<file path="config.mk">
export PLATFORM = sky130hd
export DESIGN_NAME = mac_limb_multiplier
export DESIGN_NICKNAME = d
export VERILOG_FILES = /design/src/rtl/mac_limb_multiplier.sv
export SDC_FILE = /design/constraint.sdc
export NUM_CORES = 2
export LEC_CHECK = 0
export CAP_MARGIN = 0
export CORE_UTILIZATION = 35
export DETAILED_ROUTE_END_ITERATION = 12
export SLEW_MARGIN = 25
export SYNTH_ARGS = -nofsm -noshare
export SYNTH_HDL_FRONTEND = slang
export SYNTH_SLANG_ARGS = --single-unit
</file>
<file path="constraint.sdc">
create_clock -name clk -period 30.5 [get_ports clk]
set_clock_uncertainty 0.15 [all_clocks]
set_input_delay 6.1 -clock clk [delete_from_list [all_inputs] [get_ports clk]]
set_output_delay 6.1 -clock clk [all_outputs]
set_load 0.005 [all_outputs]
</file>
<file path="src/rtl/mac_limb_multiplier.sv">
// Multi-limb unsigned multiplier: product-scanning schedule feeding one 2-stage MAC.
// Each column's carry is folded into the accumulator as the next column's first product lands.
module mac_limb_multiplier #(
    parameter int limb_width = 27,
    parameter int n_limbs    = 8,
    parameter int acc_width  = 64
) (
    input  logic                              clk,
    input  logic                              aclr,
    input  logic                              start,
    input  logic [n_limbs*limb_width-1:0]     op_a,
    input  logic [n_limbs*limb_width-1:0]     op_b,
    output logic                              busy,
    output logic                              done,
    output logic [2*n_limbs*limb_width-1:0]   result
);

    localparam int OPW      = n_limbs * limb_width;
    localparam int KW       = $clog2(2 * n_limbs);
    localparam int IW       = $clog2(n_limbs);
    localparam int LAST_COL = 2 * n_limbs - 2;

    generate
        if (limb_width < 1 || limb_width > 27) begin : g_bad_limb
            $error("mac_limb_multiplier: limb_width must be in 1..27");
        end
        if (n_limbs < 2) begin : g_bad_nlimbs
            $error("mac_limb_multiplier: n_limbs must be >= 2");
        end
        if (acc_width < 2 * limb_width + $clog2(n_limbs) + 1) begin : g_bad_acc
            $error("mac_limb_multiplier: acc_width too small for column sums");
        end
    endgenerate

    typedef enum logic [1:0] {
        S_IDLE,
        S_RUN,
        S_DRAIN,
        S_DONE
    } state_t;

    // First and last multiplicand limb index contributing to column k.
    function automatic int col_lo(input int k);
        return (k > n_limbs - 1) ? (k - n_limbs + 1) : 0;
    endfunction

    function automatic int col_hi(input int k);
        return (k < n_limbs - 1) ? k : (n_limbs - 1);
    endfunction

    state_t state_q, state_d;

    logic [OPW-1:0]        op_a_r;
    logic [OPW-1:0]        op_b_r;
    logic [KW-1:0]         k_q, k_d;
    logic [IW-1:0]         i_q, i_d;
    logic                  drain_q;
    int                    k_int;
    int                    i_int;
    logic                  col_end;
    logic                  last_issue;
    logic                  accept;
    logic [limb_width-1:0] a_sel;
    logic [limb_width-1:0] b_sel;

    logic [limb_width-1:0] a_p0;
    logic [limb_width-1:0] b_p0;
    logic                  vld_p0;
    logic                  last_p0;
    logic [acc_width-1:0]  prod_p0;

    logic [acc_width-1:0]  acc_p1;
    logic                  close_pend_p1;
    logic [KW-1:0]         close_col_p1;

    assign accept = (state_q == S_IDLE) && start;
    assign busy   = (state_q != S_IDLE);
    assign done   = (state_q == S_DONE);

    always_comb begin
        k_int      = int'(k_q);
        i_int      = int'(i_q);
        col_end    = (i_int == col_hi(k_int));
        last_issue = col_end && (k_int == LAST_COL);
        a_sel      = op_a_r[i_int*limb_width +: limb_width];
        b_sel      = op_b_r[(k_int-i_int)*limb_width +: limb_width];
        k_d        = k_q;
        i_d        = i_q + IW'(1);
        if (col_end) begin
            k_d = KW'(k_int + 1);
            i_d = IW'(col_lo(k_int + 1));
        end
    end

    always_comb begin
        state_d = state_q;
        case (state_q)
            S_IDLE:  if (start) state_d = S_RUN;
            S_RUN:   if (last_issue) state_d = S_DRAIN;
            S_DRAIN: if (drain_q) state_d = S_DONE;
            S_DONE:  state_d = S_IDLE;
            default: state_d = S_IDLE;
        endcase
    end

    always_ff @(posedge clk) begin
        if (aclr) begin
            state_q <= S_IDLE;
            k_q     <= '0;
            i_q     <= '0;
            drain_q <= 1'b0;
        end else begin
            state_q <= state_d;
            drain_q <= (state_q == S_DRAIN) && !drain_q;
            if (accept) begin
                k_q <= '0;
                i_q <= '0;
            end else if (state_q == S_RUN) begin
                k_q <= k_d;
                i_q <= i_d;
            end
        end
    end

    always_ff @(posedge clk) begin
        if (accept) begin
            op_a_r <= op_a;
            op_b_r <= op_b;
        end
    end

    // ---- stage p0: operand registers, column-end tag rides along ----
    always_ff @(posedge clk) begin
        a_p0 <= a_sel;
        b_p0 <= b_sel;
    end

    always_ff @(posedge clk) begin
        if (aclr) begin
            vld_p0  <= 1'b0;
            last_p0 <= 1'b0;
        end else begin
            vld_p0  <= (state_q == S_RUN);
            last_p0 <= col_end;
        end
    end

    assign prod_p0 = acc_width'(a_p0) * acc_width'(b_p0);

    // ---- stage p1: accumulate; a pending close retires one limb and carries the rest ----
    always_ff @(posedge clk) begin
        if (aclr) begin
            acc_p1        <= '0;
            close_pend_p1 <= 1'b0;
            close_col_p1  <= '0;
            result        <= '0;
        end else if (accept) begin
            acc_p1        <= '0;
            close_pend_p1 <= 1'b0;
            close_col_p1  <= '0;
        end else if (vld_p0) begin
            if (close_pend_p1) begin
                result[int'(close_col_p1)*limb_width +: limb_width] <= acc_p1[limb_width-1:0];
                acc_p1       <= (acc_p1 >> limb_width) + prod_p0;
                close_col_p1 <= close_col_p1 + KW'(1);
            end else begin
                acc_p1 <= acc_p1 + prod_p0;
            end
            close_pend_p1 <= last_p0;
        end else if ((state_q == S_DRAIN) && drain_q) begin
            // Top column closes here; whatever remains above it is the final limb.
            result[LAST_COL*limb_width +: limb_width]     <= acc_p1[limb_width-1:0];
            result[(LAST_COL+1)*limb_width +: limb_width] <= acc_p1[2*limb_width-1:limb_width];
            close_pend_p1 <= 1'b0;
        end
    end

endmodule
</file>
==> impl_metrics.ini <==
[placed_design]
io_buffers = 868
dp_hpwl_um = 228000
place_congestion = 0.969

[synthesis]
synth_nets = 10300
ys_ff_latch = 999
seq_area_frac_synth_pct = 31.1
yosysMostFrequentCell = nand2_1
syn_avg_cell_area_um2 = 8.83
synth_top_area_cell = edfxtp_1
synthFlopType = dfxtp_1
synth_top_cell_area_share_pct = 16.6
yosys-top-cells-count = nand2_1 (1518), inv_1 (805), a21oi_1 (793)
async_reset_ff_share_pct = 0
synth-edff-count = 432
syn-instance-count = 8868
netlist_area_um2 = 78300
synth.area.top_cells = edfxtp_1 (17%), fa_1 (16%), dfxtp_1 (14%), nand2_1 (7.3%), ha_1 (5.1%)
yosysUniqueCellTypes = 102
yosys_warnings = 0

[floorplan]
coreArea_um2 = 222000
dieArea_um2 = 226000
die_y_um = 475
die_w_um = 475
fp-row-count = 173
start_util_pct = 35.2
ioPinCount = 869

[clock_network]
clk_latency_ns = 0.85
cts_tree = done
cts_buffers = 112
htreeDepth = 3
cts_resized = 0
clkSinkCount = 999
hold_buffers = 0
path_clk_slew_ns = 0.06
max-clock-path-buffers = 3
post_cts_buffers = 0
root_buffer = clkbuf_16

[global_routing]
antenna_found_initial = 24
grt_max_degree = 197
grt_pass1_wl_um = 438000
grt_pass1_vias = 67600
grt.overflow.total = 0
grtUsageTotal_pct = 25.8

[cells_and_area]
n_fill_cell = 21700
layout-drive-gt1-share_pct = 6.99
regArea_um2 = 24300
multi_input_area_um2 = 48600
area_growth_pct = 19.4
post-route-util_pct = 42.1
final_nets = 10700

[setup_path]
worstPathArrival_ns = 11.00
rr_worst_depth = 33
slowest_delay_ns = 1.01
crit_required_ns = 30.97
critPathCaptureType = flip-flop
r2r_slack_ns = 19.97
setup.worst_path.end = acc_p1[41]$_SDFFE_PP0P_
worstPathMaxFanout = 27
r2r-end = acc_p1[41]$_SDFFE_PP0P_
timing.rr.start = b_p0[11]$_DFF_P_
slowest_stage = dfxtp_1
critPathLaunchType = flip-flop
cp_common_cell = fa_1
startpoint = b_p0[11]$_DFF_P_
crit_type = flip-flop to flip-flop

[drt]
routedWlPerCell_um = 23.9
antenna_left = 0
vias = 69100
drcViolationCount = 0
vias_per_cell = 5.55
drtPass1Iterations = 8
drt_iter0_drc = 6902
drt-total-wl_um = 297000

[sta]
fin_crit_sh_pct = 34.5
min_period_ns = 10.53
hold_viol = 0
tightestPinTransition_ns = 1.07
setup_viol = 0
rsz0062_at_grt = no
maxSlewHeadroom_pct = 28.5
slew_violations = 0
max_freq_ghz = 0.0950
tns_ns = 0

[outcome]
outcome = complete, no violations

[hold_path]
hold_class = flip-flop to flip-flop

[flow_run]
drv_cap = 0
sequential cells by signal (all words and copies together) (netlist names):
register,flops
result,432
op_a_r,216
op_b_r,216
acc_p1,64
a_p0,27
b_p0,27
close_col_p1,4
k_q,4
i_q,3
state_q,2
close_pend_p1,1
drain_q,1
last_p0,1
vld_p0,1
layer usage:
metal	GRT usage [%]	vias to the layer above	part of all wire, %
li1	-	30900	-
met1	35.0	34400	42
met2	40.1	3213	45
met3	5.29	551	8.6
met4	10.4	8	4.5
met5	0	-	0.019
cell type report:
cell class / instances / share of cell area [%]
Antenna cell: 19 / 0.0508
Clock inverter: 64 / 0.836
Timing Repair Buffer: 1017 / 10.6
Inverter: 808 / 3.26
Tap cell: 2975 / 3.98
Sequential cell: 999 / 26.0
Clock buffer: 146 / 3.25
Multi-Input combinational cell: 6407 / 52.0
cells in the final DEF, fill, tap and decap left out, drive strengths merged, types with 120 or more instances in the layout:
| cell | instances |
|---|---|
| nand3 | 259 |
| inv | 815 |
| o21ai | 337 |
| ha | 321 |
| clkdlybuf4s50 | 867 |
| and2 | 291 |
| a211oi | 135 |
| nand2 | 1518 |
| edfxtp | 432 |
| buf | 150 |
| fa | 631 |
| a21o | 120 |
| a21oi | 794 |
| clkbuf | 146 |
| dfxtp | 567 |
| mux2i | 200 |
| nor2 | 648 |
cells by family (layout without fill, tap and decap cells):
family / after synthesis / in the layout / synth area share, %
AO/OA/AOI/OAI: 1806 / 1806 / 14.1
XOR/XNOR: 168 / 168 / 1.97
adder cells (fa/ha/maj): 952 / 952 / 21.3
buffers and inverters: 1462 / 2035 / 7.14
flip-flops: 999 / 999 / 31.1
multiplexers: 425 / 425 / 7.47
other: 0 / 19 / 0
AND/OR/NAND/NOR: 3056 / 3056 / 17.0
critical path: cells and delay by family (launching register included):
kind	cells	cell delay, ns
fa+ha+maj	9	4.25
compound gates	10	2.60
simple gates	7	1.56
flops	1	1.01
xor+xnor	2	0.47
buf+inv	5	0.28
metrics by stage:
step	cells	setup slack, ns	area [um^2]	hold WS, ns
2_1_floorplan	8868	13.05	78300	0.284
3_3_place_gp	12200	19.92	89600	0.289
3_5_place_dp	12200	19.84	89600	0.294
4_1_cts	12400	19.83	93400	0.300
5_1_grt	12400	19.36	93500	0.312
6_report	12400	19.97	93500	0.301
how the worst min path moves through the flow:
stage	cells past startpoint	end	start	slack (ns)
finish	2	result[8]$_SDFFE_PP0P_	result[8]$_SDFFE_PP0P_	0.30
global route	2	result[26]$_SDFFE_PP0P_	result[26]$_SDFFE_PP0P_	0.31
CTS	2	result[8]$_SDFFE_PP0P_	result[8]$_SDFFE_PP0P_	0.30
detailed placement	2	result[12]$_SDFFE_PP0P_	result[12]$_SDFFE_PP0P_	0.29
global placement	2	result[4]$_SDFFE_PP0P_	result[4]$_SDFFE_PP0P_	0.29
floorplan	2	close_pend_p1$_SDFFE_PP0P_	last_p0$_SDFF_PP0_	0.28
Power is not shown: default switching activity piles up to over one toggle a cycle in this logic, so the estimate is an artifact.
